## src/rtl/spi_draw_queue_pkg.sv

```systemverilog
// Shared definitions for the sprite draw queue and the renderer that drains it.
package spi_draw_queue_pkg;
    localparam logic [7:0] COMMAND_DRAW_SPRITE = 8'h21;
    localparam int         SPRITE_NUM          = 64;
    localparam int         SPRITE_SIZE         = 16;
    localparam int         DRAW_PAYLOAD_LEN    = 6;
    localparam int         SPRITE_ID_W         = $clog2(SPRITE_NUM);

    typedef struct packed {
        logic [SPRITE_ID_W-1:0] sprite;
        logic [15:0]            x;
        logic [15:0]            y;
        logic [7:0]             flags;
    } draw_entry_t;

    typedef enum logic {
        S_IDLE    = 1'b0,
        S_COLLECT = 1'b1
    } asm_state_t;
endpackage

```

## src/rtl/spi_draw_queue_fifo.sv

```systemverilog
// Synchronous FIFO of draw entries; a push into a full FIFO succeeds when a pop
// happens in the same cycle.
module draw_fifo
    import spi_draw_queue_pkg::*;
#(
    parameter int DEPTH = 16
) (
    input  logic                       clock,
    input  logic                       reset,
    input  logic                       push,
    input  draw_entry_t                wdata,
    input  logic                       pop,
    output draw_entry_t                head,
    output logic                       full,
    output logic                       empty,
    output logic [$clog2(DEPTH):0]     level
);
    localparam int AW = $clog2(DEPTH);
    localparam logic [AW:0] DEPTH_L = (AW+1)'(DEPTH);

    draw_entry_t   mem [DEPTH];
    logic [AW-1:0] wr_ptr;
    logic [AW-1:0] rd_ptr;
    logic          push_ok;
    logic          pop_ok;

    assign full    = (level == DEPTH_L);
    assign empty   = (level == '0);
    assign pop_ok  = pop && !empty;
    assign push_ok = push && (!full || pop_ok);
    assign head    = mem[rd_ptr];

    always_ff @(posedge clock) begin
        if (reset) begin
            wr_ptr <= '0;
            rd_ptr <= '0;
            level  <= '0;
            for (int i = 0; i < DEPTH; i++) mem[i] <= '0;
        end else begin
            if (push_ok) begin
                mem[wr_ptr] <= wdata;
                wr_ptr      <= wr_ptr + 1'b1;
            end
            if (pop_ok) rd_ptr <= rd_ptr + 1'b1;
            case ({push_ok, pop_ok})
                2'b10:   level <= level + 1'b1;
                2'b01:   level <= level - 1'b1;
                default: level <= level;
            endcase
        end
    end
endmodule

```

## src/rtl/spi_draw_queue.sv

```systemverilog
// Assembles 6-byte DRAW_SPRITE payloads into draw entries and queues them.
// Define DRAW_CLIP_EN to silently discard fully off-screen entries at commit.
module spi_draw_queue
    import spi_draw_queue_pkg::*;
#(
    parameter int QUEUE_DEPTH = 16,
    parameter int ID_W        = $clog2(SPRITE_NUM),
    parameter int SCREEN_W    = 640,
    parameter int SCREEN_H    = 480
) (
    input  logic                          clock,
    input  logic                          reset,
    input  logic                          in_valid,
    input  logic [7:0]                    in_cmd,
    input  logic [2:0]                    in_index,
    input  logic [7:0]                    in_data,
    input  logic                          in_abort,
    output logic                          out_valid,
    input  logic                          out_ready,
    output logic [ID_W-1:0]               out_sprite,
    output logic [15:0]                   out_x,
    output logic [15:0]                   out_y,
    output logic [7:0]                    out_flags,
    output logic [$clog2(QUEUE_DEPTH):0]  level,
    output logic [7:0]                    drop_count
);
    localparam logic [2:0] LAST_IDX = 3'(DRAW_PAYLOAD_LEN - 1);

    asm_state_t  state, state_n;
    logic [2:0]  expect_idx;
    logic [7:0]  id_r;
    logic [15:0] x_r;
    logic [15:0] y_r;

    logic        byte_ok, in_seq, commit, seq_drop, commit_drop;
    logic        bad_id, off_screen, clip_en, clipped, push, fifo_full, fifo_empty, pop;
    draw_entry_t entry, head;

    assign byte_ok = in_valid && (in_cmd == COMMAND_DRAW_SPRITE) && !in_abort;
    assign in_seq  = (state == S_IDLE) ? (in_index == 3'd0) : (in_index == expect_idx);

    always_ff @(posedge clock) begin
        if (reset) state <= S_IDLE;
        else       state <= state_n;
    end

    always_comb begin
        state_n = state;
        if (in_abort) begin
            state_n = S_IDLE;
        end else if (byte_ok) begin
            case (state)
                S_IDLE:    if (in_seq) state_n = S_COLLECT;
                S_COLLECT: if (!in_seq || in_index == LAST_IDX) state_n = S_IDLE;
                default:   state_n = S_IDLE;
            endcase
        end
    end

    always_comb begin
        commit   = byte_ok && state == S_COLLECT && in_seq && in_index == LAST_IDX;
        seq_drop = byte_ok && !in_seq;
    end

    // Partial-entry capture; flags arrive with the committing byte itself.
    always_ff @(posedge clock) begin
        if (reset) begin
            expect_idx <= '0;
            id_r       <= '0;
            x_r        <= '0;
            y_r        <= '0;
        end else if (byte_ok && in_seq) begin
            expect_idx <= in_index + 1'b1;
            case (in_index)
                3'd0:    id_r      <= in_data;
                3'd1:    x_r[15:8] <= in_data;
                3'd2:    x_r[7:0]  <= in_data;
                3'd3:    y_r[15:8] <= in_data;
                3'd4:    y_r[7:0]  <= in_data;
                default: ;
            endcase
        end
    end

`ifdef DRAW_CLIP_EN
    assign clip_en = 1'b1;
`else
    assign clip_en = 1'b0;
`endif

    assign off_screen = (int'($signed(x_r)) >= SCREEN_W) || (int'($signed(y_r)) >= SCREEN_H) ||
                        (int'($signed(x_r)) <= -SPRITE_SIZE) || (int'($signed(y_r)) <= -SPRITE_SIZE);
    assign bad_id      = (int'(id_r) >= SPRITE_NUM);
    assign clipped     = clip_en && off_screen;
    assign pop         = out_valid && out_ready;
    assign push        = commit && !bad_id && !clipped;
    assign commit_drop = commit && (bad_id || (!clipped && fifo_full && !pop));
    assign entry       = '{sprite: id_r[SPRITE_ID_W-1:0], x: x_r, y: y_r, flags: in_data};

    always_ff @(posedge clock) begin
        if (reset)                                           drop_count <= '0;
        else if ((seq_drop || commit_drop) && drop_count != 8'hFF) drop_count <= drop_count + 1'b1;
    end

    draw_fifo #(.DEPTH(QUEUE_DEPTH)) u_fifo (
        .clock (clock),
        .reset (reset),
        .push  (push),
        .wdata (entry),
        .pop   (pop),
        .head  (head),
        .full  (fifo_full),
        .empty (fifo_empty),
        .level (level)
    );

    assign out_valid  = !fifo_empty;
    assign out_sprite = ID_W'(head.sprite);
    assign out_x      = head.x;
    assign out_y      = head.y;
    assign out_flags  = head.flags;
endmodule
```

## config.mk

```make
export PLATFORM = sky130hd
export DESIGN_NAME = spi_draw_queue
export DESIGN_NICKNAME = d
export VERILOG_FILES = /design/src/rtl/spi_draw_queue_pkg.sv /design/src/rtl/spi_draw_queue_fifo.sv /design/src/rtl/spi_draw_queue.sv
export SDC_FILE = /design/constraint.sdc
export NUM_CORES = 1
export LEC_CHECK = 0
export ABC_AREA = 1
export CORE_ASPECT_RATIO = 0.7
export CORE_MARGIN = 1.5
export CORE_UTILIZATION = 40
export CTS_CLUSTER_SIZE = 40
export DETAILED_ROUTE_END_ITERATION = 6
export PLACE_DENSITY = 0.56
export SETUP_SLACK_MARGIN = 0.2
export SYNTH_ARGS = -nofsm -noshare
export SYNTH_HDL_FRONTEND = slang
export SYNTH_HIERARCHICAL = 1
export SYNTH_SLANG_ARGS = --single-unit
```

## constraint.sdc

```tcl
create_clock -name clock -period 4.55 [get_ports clock]
set_input_delay 0.6825 -clock clock [delete_from_list [all_inputs] [get_ports clock]]
set_output_delay 0.6825 -clock clock [all_outputs]
set_load 0.02 [all_outputs]
```

# ---- Word level (Yosys, flattened, before mapping)
# Memories as Yosys holds them, arrays and structs flattened. A register that Yosys moved wholly into a read port is not among the register bits.
# Cells that the tools add are included.
dict set report word_totals {
  ram_bits 736
  memories 1
  latch_bits 0
  elab_cells 80
  in_bits 24
  romBits 0
  ff_bits 65
}
# memory depth word_bits read_ports rd_ports_with_merged_regs write_ports line
set memory_table {}
lappend memory_table {u_fifo.mem 16 46 1 1 16 spi_draw_queue_fifo.sv:21} ;# draw_entry_t mem [DEPTH];
dict set report op_classes {
  div_mod_pow 0
  bitwise_logic 1
  addsub 6
  muxes 15
  shift 0
  n_lt_le_gt_ge 1
  mul 0
  n_eq_ne 11
  n_reduce_logical 34
}
# cell n
set op_table {}
lappend op_table {{46-bit two-way mux} 1}
lappend op_table {{46-bit OR reduction} 1}
lappend op_table {{1-bit logical AND} 14}
lappend op_table {{4-bit two-way mux} 3}
lappend op_table {{5-bit case mux with 2 select lines} 1}
lappend op_table {{2-bit AND reduction} 5}
lappend op_table {{1-bit two-way mux} 9}
lappend op_table {{4-bit by 1-bit adder with 4-bit output (second input constant)} 2}
lappend op_table {{8-bit by 1-bit adder with 8-bit output (second input constant)} 1}
lappend op_table {{8-bit by 6-bit == test with 1-bit output (second input constant)} 1}
lappend op_table {{8-bit by 7-bit greater-or-equal comparator with 1-bit output (second input constant)} 1}
lappend op_table {{8-bit != test (second input constant)} 1}
lappend op_table {{3-bit by 2-bit == test with 1-bit output (second input constant)} 2}
lappend op_table {{3-bit == test (second input constant)} 2}
lappend op_table {{1-bit zero test} 6}
lappend op_table {{5-bit by 1-bit adder with 5-bit output (second input constant)} 1}
lappend op_table {{5-bit == test (second input constant)} 1}
lappend op_table {{5-bit zero test} 1}
lappend op_table {{5-bit by 1-bit subtractor with 5-bit output (second input constant)} 1}
lappend op_table {{1-bit logical OR} 4}
lappend op_table {{3-bit by 1-bit adder with 3-bit output (second input constant)} 1}
lappend op_table {{3-bit by 1-bit == test with 1-bit output (second input constant)} 1}
lappend op_table {{3-bit == test} 1}
lappend op_table {{3-bit zero test} 1}
lappend op_table {{6 further kinds} 6}

# ---- Logic depth before layout (Yosys ltp)
dict set report depth {
  ltp_word 13
  depth_mapped 19
}

# ---- By module
# The synthesis kept the hierarchy.
# module seq_area_each_um2 cells_each n_inst area_per_inst_um2
set modules_own_cells {}
lappend modules_own_cells {draw_fifo 22441.5 3377 1 34401.7}
lappend modules_own_cells {spi_draw_queue 1041.0 354 1 2476.1}

# ---- Worst setup path after synthesis
# Ideal clock, no wire load.
dict set report synth_timing {
  path_type {input -> register}
  from {in in_cmd[5]}
  to {mem u_fifo/mem[11][0] in the netlist's numbering, enable pin}
  arrival_ps 3415
  setup_time_ps 404
  path_buffers 2
  required_time_ps 4146
  cell_stages 12
  slack_ps 730
  cell_sequence {inv_1 -> nor2_1 -> nand3_1 -> nor2_1 -> nand3_1 -> nor3_1 -> o21ai_4 -> nor2_1 -> nand4_1 -> buf_4 -> buf_4 -> nand2_1}
}
# element line
set synth_lines {}
lappend synth_lines {{start, declared} spi_draw_queue.sv:14} ;# input logic [7:0] in_cmd,
lappend synth_lines {{end, declared} spi_draw_queue_fifo.sv:21}

==> parameters.txt <==
Parameter                              Value

Power and ir drop
  Worst vdd ir ... 0.000276 V
  LEAKAGE ... 0.0143 µW
  Cell area power density ... 370 nW/µm²

Final layout
  Finished Cell Area ... 41300 µm²
  Filler Cells Inserted ... 8564
  Antenna diode count ... 0
  Net count, final ... 3719
  Non-filler instance count after layout ... 4965
  Final core utilization ... 45.5%
  Fraction of final layout cells with drive strength greater than 1 ... 6.20%
  Area grow syn2layout ... 12.0%

Yosys
  Syn. warnings ... 6
  Prevailing post-synth register cell ... sky130_fd_sc_hd__edfxtp_1
  Mapped cell area ... 36900 µm²
  Cells after Synth ... 3731
  Synthesized area divided by synthesized cell count ... 9.88 µm²
  Number of flops mapped to enable cells by yosys ... 736
  Distinct cells, synth ... 36
  Flip-flop and latch count after synthesis ... 805
  Ys async rst share ... 0%
  Syn nets ... 3770
  Sequential-to-total area share from yosys stat ... 63.7%

Clocking
  Clock tree from TritonCTS ... built
  Post-CTS setup-driven buffer insertion count ... 0
  Post-CTS Resized ... 0
  Clock Latency Late Sink ... 650 ps
  Root buffer cell ... sky130_fd_sc_hd__clkbuf_16
  Clock transition at the register clock pins on the worst setup and hold paths after CTS ... 70 ps
  Clk buf depth ... 3
  TritonCTS Buffers ... 81
  Hold buffer count at cts ... 0
  H-Tree Level Count ... 3
  Number of sinks driven by the clock tree ... 805

Placed design
  Total placed instance area ... 38800 µm²
  Buffers added on ports ... 83
  Placed cell count ... 4819
  Detailed placement HPWL ... 57.5 mm
  Gp weighted congestion ... 0.797

Timing
  Setup repair after global routing missed its margin ... false
  Number of endpoints with negative hold slack in the final report ... 0
  Pins over their slew limit ... 0
  Maximum clock frequency ... 259 MHz
  Count of endpoints failing setup in the final report ... 0
  Accumulated negative setup slack ... 0 ps
  Final Skew ... 23.8 ps
  Final period utilization ... 84.8%
  Slew at the pin closest to its max-slew limit ... 980 ps
  Tmin final ... 3860 ps
  Slew margin rel. ... 34.7%

Drt
  Total Routed Length ... 104 mm
  Residual DRC ... 0
  First-pass iteration count of the detailed router ... 5
  Via density per instance ... 5.24
  Post-route antenna net violation count ... 0
  Number of DRC markers in iteration 0 ... 2465
  Routed wirelength normalized by instance count ... 20.9 µm
  Overall via count from detail_route ... 26000

Global route
  Largest net degree at the start of global routing ... 190
  Remaining global-route overflow ... 0
  Global-route wire length before repair ... 155 mm
  Initial antenna violation count ... 0
  Number of global-route vias before repair ... 24200
  Global routing usage summed across all routing layers ... 21.8%

Run status
  Outcome ... finished, final reports clean

Critical path
  Worst path cell trace ... buf_12 > o211ai_1 > nand3_1 > nand3_1 > nand2_1 > clkdlybuf4s50_1
  R2R cell count ... 11
  Crit path top cell by count ... sky130_fd_sc_hd__nand3_1
  Worst reg2reg startpoint ... expect_idx[2]
  Reg-to-reg critical path endpoint ... u_fifo/mem[7][33]
  Worst endpoint required time ... 3870 ps
  Setup crit end kind ... output port
  Category of the worst setup path launch point ... flip-flop
  Largest stage delay on the critical path ... 690 ps
  Worst setup slack for register-to-register paths ... 1480 ps
  Peak fanout along the critical path ... 128
  Critical path data arrival time ... 3180 ps
  Class of the most critical setup path ... reg2out
  Cell with the biggest individual delay on the critical path ... sky130_fd_sc_hd__dfxtp_4

Floorplanning
  Placement Rows ... 92
  Initial core utilization ... 40.7%
  Die Area ... 94100 µm²
  Die Width ... 366 µm
  Height of the die ... 257 µm
  Ports placed on the boundary ... 84
  Floorplan Core Area ... 90700 µm²

Min path
  Worst Hold Depth ... 2
  Beginning of the worst hold path ... id_r[2]
  Worst Hold Path EP ... id_r[2]
  Worst hold path class ... reg2reg

Flow run
  Max-cap viol count ... 0
## worst max-delay path by stage
stage,startpoint,to,cells past startpoint
6_report,flip-flop,out_y[11],6
3_3_place_gp,in_index[2],u_fifo/mem[4][18],12
2_1_floorplan,in_cmd[5],u_fifo/mem[11][0],12
4_1_cts,flip-flop,out_flags[1],6
5_1_grt,flip-flop,out_y[11],6
3_5_place_dp,in_index[2],u_fifo/mem[7][35],12
## Yosys cell counts, types with 4 or more instances
master / n / area [µm²]
sky130_fd_sc_hd__dfxtp_1: 69 / 1380
sky130_fd_sc_hd__nand4_1: 22 / 138
sky130_fd_sc_hd__nor3_1: 4 / 20.0
sky130_fd_sc_hd__buf_2: 78 / 390
sky130_fd_sc_hd__buf_1: 19 / 71.3
sky130_fd_sc_hd__ha_1: 14 / 175
sky130_fd_sc_hd__o211ai_1: 184 / 1380
sky130_fd_sc_hd__nand3_1: 326 / 1630
sky130_fd_sc_hd__nor2_2: 5 / 31.3
sky130_fd_sc_hd__buf_4: 24 / 180
sky130_fd_sc_hd__a21oi_1: 216 / 1080
sky130_fd_sc_hd__o21ai_0: 205 / 1030
sky130_fd_sc_hd__inv_1: 477 / 1790
sky130_fd_sc_hd__edfxtp_1: 736 / 22100
sky130_fd_sc_hd__nand2_2: 4 / 25.0
sky130_fd_sc_hd__nand2_1: 340 / 1280
sky130_fd_sc_hd__nor2_1: 812 / 3050
sky130_fd_sc_hd__clkbuf_1: 137 / 514
sky130_fd_sc_hd__buf_6: 35 / 394
## cell families (layout without fill, tap and decap cells)
logic type,after synthesis,after routing,synth area share [%]
xor+xnor,3,3,0.0713
compound gates,611,611,9.65
simple gates,1519,1519,16.9
flops,805,805,63.7
fa+ha+maj,15,15,0.529
buf+inv,778,790,9.16
## report_power, final
| part | switching, µW | internal [µW] | leakage, µW |
|---|---|---|---|
| Combinational | 374 | 145 | 0.00507 |
| Sequential | 61.3 | 8280 | 0.00802 |
| Clock | 2860 | 3560 | 0.00120 |
## metrics by stage
stage	hold slack, ps	total power, µW	worst slack [ps]
finish	464	15300	690
global route	493	15800	506
CTS	462	15400	658
detailed placement	454	9020	491
global placement	451	9010	562
floorplan	441	8740	730
## worst max-delay path: cells and delay by family (launching register included)
kind                   cells  cell delay, ps
AOI/OAI and AO/OA          1             220
buffers and inverters      2            1050
DFF                        1             690
and+or+nand+nor            3             420
## area by class of cell
type                    count  area [µm²]  share of cell area (%)
flip-flops and latches    805       23500                    56.9
multi-input cells        2148       10200                    24.6
clock buffers             110        2240                    5.42
repair buffers            160        1830                    4.44
inverters                 484        1820                    4.41
well taps                1222        1530                    3.70
clock inverters            36         230                   0.557
## registers in the layout, indices dropped and copies added, names as in the netlist, named ones only
signal and cells:
y_r 16, drop_count 8, id_r 8, state 1, expect_idx 3, u_fifo/rd_ptr 4, u_fifo/mem 736, x_r 16
u_fifo/level 5, u_fifo/wr_ptr 4
## layer usage
layer / wire length, µm / global-route usage, %
met5: 0 / 0
met3: 6200 / 2.92
met1: 48500 / 32.0
met2: 46400 / 33.9
met4: 2510 / 6.04
## placed cells by master (no fill, tap or decap), types with 2 or more instances in the layout
master,Yosys,final
sky130_fd_sc_hd__nor2_1,812,812
sky130_fd_sc_hd__edfxtp_1,736,736
sky130_fd_sc_hd__inv_1,477,475
sky130_fd_sc_hd__nand3_1,326,325
sky130_fd_sc_hd__nand2_1,340,323
sky130_fd_sc_hd__a21oi_1,216,216
sky130_fd_sc_hd__o21ai_0,205,205
sky130_fd_sc_hd__o211ai_1,184,184
sky130_fd_sc_hd__clkbuf_16,0,85
sky130_fd_sc_hd__clkdlybuf4s50_1,0,83
sky130_fd_sc_hd__dfxtp_1,69,65
sky130_fd_sc_hd__buf_4,24,43
sky130_fd_sc_hd__buf_12,0,34
sky130_fd_sc_hd__clkbuf_1,137,23
sky130_fd_sc_hd__nand4_1,22,22
sky130_fd_sc_hd__nand2_4,2,18
sky130_fd_sc_hd__clkinv_1,2,16
sky130_fd_sc_hd__clkinv_2,1,14
sky130_fd_sc_hd__ha_1,14,14
sky130_fd_sc_hd__nand2_2,4,5
sky130_fd_sc_hd__nor2_2,5,5
sky130_fd_sc_hd__nor3_1,4,4
sky130_fd_sc_hd__inv_2,3,4
sky130_fd_sc_hd__clkinvlp_4,0,4
sky130_fd_sc_hd__dfxtp_4,0,4
sky130_fd_sc_hd__xor2_1,3,3
sky130_fd_sc_hd__inv_4,1,2
sky130_fd_sc_hd__a21oi_4,2,2
sky130_fd_sc_hd__nand3_4,1,2
sky130_fd_sc_hd__inv_6,0,2
sky130_fd_sc_hd__bufinv_16,0,2
sky130_fd_sc_hd__clkbuf_8,0,2
No activity file was read; power rests on OpenSTA's default activity.
